## src/rtl/debounce_8way.sv

```systemverilog
// 8-channel two-flop synchronizer plus per-channel debounce counter.
// Registered debounced levels with one-cycle rise/fall pulses aligned to the level change.
module debounce_8way #(
    parameter int unsigned N_CYCLES = 20000,
    parameter int unsigned CW       = 15
) (
    input  logic       clk,
    input  logic       reset,
    input  logic [7:0] in,
    output logic [7:0] out,
    output logic [7:0] rise,
    output logic [7:0] fall
);

    localparam logic [CW-1:0] TermCnt = CW'(N_CYCLES - 1);

    logic [7:0]    s1_q, s1_d;
    logic [7:0]    s2_q, s2_d;
    logic [7:0]    out_q, out_d;
    logic [7:0]    rise_q, rise_d;
    logic [7:0]    fall_q, fall_d;
    logic [CW-1:0] cnt_q [8];
    logic [CW-1:0] cnt_d [8];

    always_comb begin
        s1_d   = in;
        s2_d   = s1_q;
        out_d  = out_q;
        rise_d = 8'h00;
        fall_d = 8'h00;
        for (int i = 0; i < 8; i++) begin
            cnt_d[i] = '0;
            if (s2_q[i] != out_q[i]) begin
                // Terminal count commits the new level; any agreeing cycle restarts the count.
                if (cnt_q[i] == TermCnt) begin
                    out_d[i]  = s2_q[i];
                    rise_d[i] = s2_q[i];
                    fall_d[i] = ~s2_q[i];
                end else begin
                    cnt_d[i] = cnt_q[i] + CW'(1);
                end
            end
        end
    end

    always_ff @(posedge clk or posedge reset) begin
        if (reset) begin
            s1_q   <= 8'h00;
            s2_q   <= 8'h00;
            out_q  <= 8'h00;
            rise_q <= 8'h00;
            fall_q <= 8'h00;
            for (int i = 0; i < 8; i++) begin
                cnt_q[i] <= '0;
            end
        end else begin
            s1_q   <= s1_d;
            s2_q   <= s2_d;
            out_q  <= out_d;
            rise_q <= rise_d;
            fall_q <= fall_d;
            for (int i = 0; i < 8; i++) begin
                cnt_q[i] <= cnt_d[i];
            end
        end
    end

    assign out  = out_q;
    assign rise = rise_q;
    assign fall = fall_q;

endmodule

```

## config.mk

```make
export PLATFORM = sky130hd
export DESIGN_NAME = debounce_8way
export DESIGN_NICKNAME = d
export VERILOG_FILES = /design/src/rtl/debounce_8way.sv
export SDC_FILE = /design/constraint.sdc
export NUM_CORES = 1
export LEC_CHECK = 0
export CAP_MARGIN = 40
export CORE_ASPECT_RATIO = 1.5
export CORE_UTILIZATION = 55
export CTS_BUF_LIST = sky130_fd_sc_hd__clkbuf_16
export CTS_CLUSTER_DIAMETER = 40
export DETAILED_ROUTE_END_ITERATION = 10
export GPL_TIMING_DRIVEN = 1
export HOLD_SLACK_MARGIN = 0.03
export PLACE_DENSITY = 0.74
export SYNTH_ARGS = -nofsm -noshare
export SYNTH_HDL_FRONTEND = slang
export SYNTH_SLANG_ARGS = --single-unit
```

## constraint.sdc

```tcl
create_clock -name clk -period 6.7 [get_ports clk]
set_input_delay 1.34 -clock clk [delete_from_list [all_inputs] [get_ports clk]]
set_output_delay 1.34 -clock clk [all_outputs]
set_load 0.05 [all_outputs]
```

* Yosys cells after proc, flatten, opt, wreduce, memory -nomap -nowiden
Cells that the tools add are included.
Storage, ports and cells: bits in registers 160, output and inout port bits 24, logic and storage cells 108
Cells by class: add/sub/neg operators 8, equal/unequal tests 16, multiplexer cells 48, bitwise operators 8, reductions and logical operators 8
Operator list (count):
- two-way mux 15 bit | 16
- adder 15 x 1 -> 15 bit (second input constant) | 8
- equality test 15 bit (second input constant) | 8
- two-way mux 1 bit | 32
- AND reduction 2 bit | 8
- inequality test 1 bit | 8
- NOT 1 bit | 8

* Longest topological paths before layout
depth after elaboration 3, gate-level depth with buffers 7, gate-level depth less buffers 5

* Worst setup path after synthesis
No wires, ideal clock.
path type reg2out, start register out_q[2], in the netlist out[2], end output port out[2], arrival time 0.652 ns, path slack 4.708 ns, stages on the path, launching flop included 1, path buffers 0, cells stage by stage dfrtp_1
RTL lines:
- start, declared | line 19 | logic [7:0] out_q, out_d;
- start signal, assigned | line 59 | out_q <= out_d;
- end, declared | line 10 | output logic [7:0] out,
No word-level cell between the ends.

* Worst setup path in the final report
start register out_q[7], in the netlist out[7], end output port out[7]
No word-level cell between the ends.

==> flow_metrics.py <==
metrics = {
    "run_status": {
        "status": "completed",
    },
    "pwr": {
        "vdd_drop_max_mv": 0.155,
        "p_per_area_nw_per_um2": 248,
        "p_clk_share_pct": 47.5,
        "p_int_w": 0.00159,
        "swShare_pct": 21.5,
        "seqPwrFrac_pct": 49.4,
        "p_switching_w": 0.000436,
        "p_comb_share_pct": 3.1,
        "p_leak_nw": 3.41,
    },
    "clock_tree": {
        "clock_latency_ns": 0.42,
        "cts_setup_buffers": 0,
        "cts.path.max_buffers": 2,
        "ctsResizeCount": 0,
        "clk_pin_slew_worst_paths_ns": 0.06,
        "cts_sinks": 160,
        "root_buffer": "clkbuf_16",
        "cts_tree": "done",
        "cts_made_buffers": 17,
        "cts.htree.levels": 4,
        "postCtsHoldBufs": 0,
    },
    "die": {
        "core-area_um2": 12500,
        "io_pins": 34,
        "die_h_um": 141,
        "fp.dieArea_um2": 13300,
        "fp.dieW_um": 94.5,
        "initial_core_util_pct": 56.4,
        "rows": 50,
    },
    "routing": {
        "drt_iter0_markers": 205,
        "vias": 4807,
        "antenna_left": 0,
        "wl_um": 12500,
        "viasPerCell": 5.55,
        "wl_per_cell_um": 14.4,
        "drc_errors": 0,
        "drt_first_pass_iters": 5,
    },
    "worst_setup_path": {
        "rr_startpoint": "cnt_q[111]",
        "critPathLaunchType": "flip-flop",
        "startpoint": "out[7]",
        "crit_end": "out[7]",
        "cp_slowest_stage_delay_ns": 0.83,
        "crit_required_ns": 5.36,
        "reg2reg_to": "cnt_q[112]",
        "cp_max_fo": 5,
        "cp.arrival_ns": 1.65,
        "crit_buf_inv": 1,
        "path_delay_family": "buffers and inverters",
        "path_class": "flip-flop to primary output",
        "worst_path_max_delay_cell": "clkdlybuf4s50_1",
        "reg2reg_slack_ns": 4.71,
        "cp.depth": 1,
        "crit_chain": "clkdlybuf4s50_1",
        "crit_path_end_kind": "primary output",
        "worst-r2r-cell-count": 4,
    },
    "synth": {
        "synth_cell_types": 33,
        "ys_seq_elements": 160,
        "syn_area_um2": 7050,
        "synthCells": 656,
        "yosysWarnings": 0,
        "syn-num-nets": 674,
        "seq_area_frac_synth_pct": 56.8,
        "syn_area_per_cell_um2": 10.8,
    },
    "cells_and_area": {
        "final_nets": 716,
        "layout-drive-gt1-share_pct": 6.20,
        "n_fill_cell": 953,
        "instances_no_fill": 866,
        "n_antenna_cell": 0,
        "areaGrowthSynthToFinish_pct": 15.6,
    },
    "hold_path": {
        "hp-class": "flip-flop to flip-flop",
    },
    "sta": {
        "max_slew_margin_pct": 63.9,
        "hold_violations": 0,
        "fmax_mhz": 334,
        "rsz0062_at_grt": "no",
        "totalNegativeSetupSlack_ns": 0,
        "finalSetupViolCount": 0,
        "min_period_ns": 2.99,
        "finalClockSkew_ns": 0.0132,
        "worstMarginPinSlew_ns": 0.542,
        "fin_crit_sh_pct": 44.7,
        "slew_viol_final": 0,
    },
    "place": {
        "dp_cells": 835,
        "hpwl_um": 8500,
        "portBuffers": 33,
        "place_congestion": 0.818,
    },
    "grt": {
        "grt_pass1_vias": 4992,
        "grt_antenna_before_repair": 0,
        "grt_max_degree": 66,
        "grt_first_pass_wirelength_um": 22100,
        "track_usage_pct": 21.3,
        "grt-ovfl-total": 0,
    },
    "job": {
        "cap_violations": 0,
    },
}
[cells by family (layout without fill, tap and decap cells)]
kind of cell | Yosys count | after routing | share of synthesized area (%)
multiplexers | 8 | 8 | 1.33
flip-flops | 160 | 160 | 56.8
adder cells (fa/ha/maj) | 8 | 8 | 1.42
AO/OA/AOI/OAI | 4 | 4 | 0.284
XOR/XNOR | 110 | 110 | 13.7
buffers and inverters | 30 | 84 | 1.76
AND/OR/NAND/NOR | 336 | 336 | 24.8
[worst min-delay path by stage]
| stage | slack, ns | startpoint | end | cells past startpoint |
|---|---|---|---|---|
| final | 0.35 | s1_q[0] | s2_q[0] | 0 |
| after floorplan | 0.33 | s1_q[0] | s2_q[0] | 0 |
| after detailed placement | 0.34 | s1_q[0] | s2_q[0] | 0 |
| after global routing | 0.36 | s1_q[0] | s2_q[0] | 0 |
| after CTS | 0.35 | s1_q[0] | s2_q[0] | 0 |
| after global placement | 0.33 | s1_q[4] | s2_q[4] | 0 |
[cell type report]
| type | count | area [µm²] | share of cell area [%] |
|---|---|---|---|
| clock buffer | 17 | 425 | 5.22 |
| clock inverter | 14 | 166 | 2.04 |
| inverter | 18 | 72.6 | 0.890 |
| multi-input combinational | 466 | 2930 | 35.9 |
| sequential | 160 | 4000 | 49.1 |
| tap | 156 | 195 | 2.39 |
| timing repair buffer | 35 | 365 | 4.48 |
[power groups by stage]
stage          registers [W]  logic (W)  clock network (W)
2_1_floorplan        0.00101  0.0000464                  0
3_3_place_gp         0.00102  0.0000606                  0
3_5_place_dp         0.00102  0.0000655                  0
4_1_cts              0.00100  0.0000659           0.000983
5_1_grt              0.00100  0.0000741            0.00103
6_report             0.00100  0.0000632           0.000960
[per-stage QoR]
stage          setup slack (ns)  hold slack, ns  utilization, %  power, W  cell area (µm²)
2_1_floorplan              1.04           0.331               -   0.00106             7050
3_3_place_gp               3.57           0.333            60.2   0.00108             7530
3_5_place_dp               3.96           0.337            60.4   0.00108             7560
4_1_cts                    3.68           0.350            65.2   0.00205             8150
5_1_grt                    3.63           0.358            65.2   0.00210             8150
6_report                   3.71           0.350            65.2   0.00202             8150
[synthesized netlist by cell type]
| master | number | area, µm² |
|---|---|---|
| dfrtp_1 | 160 | 4000 |
| nor2_1 | 124 | 465 |
| xnor2_1 | 60 | 526 |
| xor2_1 | 50 | 438 |
| nand3_1 | 37 | 185 |
| nand4_1 | 35 | 219 |
| nand2_1 | 32 | 120 |
| nor4_1 | 24 | 150 |
| inv_1 | 18 | 67.6 |
| nor3_1 | 18 | 90.1 |
| nor3b_1 | 16 | 120 |
| and4_1 | 14 | 123 |
| clkbuf_1 | 10 | 37.5 |
| ha_1 | 8 | 100 |
| mux2_2 | 6 | 67.6 |
| nand2b_1 | 6 | 37.5 |
| or3_1 | 6 | 37.5 |
| nand4b_1 | 4 | 35.0 |
| nor4bb_1 | 4 | 40.0 |
| and2_1 | 3 | 18.8 |
| and3_1 | 3 | 18.8 |
| a21oi_1 | 2 | 10.0 |
| nor4b_1 | 2 | 17.5 |
| o21ai_0 | 2 | 10.0 |
| or2_2 | 2 | 12.5 |
| or4_4 | 2 | 22.5 |
| or4b_1 | 2 | 20.0 |
| buf_4 | 1 | 7.51 |
| buf_6 | 1 | 11.3 |
| mux2_1 | 1 | 11.3 |
| mux2_4 | 1 | 15.0 |
| nand2_2 | 1 | 6.26 |
| nand2b_2 | 1 | 8.76 |
[sequential cells by signal, indices dropped and copies added (netlist names)]
register and cells:
out 8, fall 8, rise 8, s1_q 8, cnt_q 120, s2_q 8
[per-layer routing]
| layer | global-route usage (%) | wire length (µm) |
|---|---|---|
| met2 | 38.3 | 6990 |
| met3 | 4.42 | 215 |
| met4 | 8.77 | 192 |
| met5 | 0 | 0 |
| met1 | 24.1 | 5110 |
[layout by cell type (no fill, tap or decap), types with 3 or more instances in the layout]
master and n:
and2_1 3, and3_1 3, and4_1 14, bufinv_16 3
clkbuf_16 17, clkdlybuf4s50_1 33, clkinv_1 3, clkinv_4 4
dfrtp_1 160, ha_1 8, inv_1 17, inv_6 3
mux2_2 6, nand2_1 32, nand2b_1 6, nand3_1 37
nand4_1 35, nand4b_1 4, nor2_1 124, nor3_1 18
nor3b_1 16, nor4_1 24, nor4bb_1 4, or3_1 6
xnor2_1 60, xor2_1 50
Note: power is estimated with default switching activity, not from simulation.
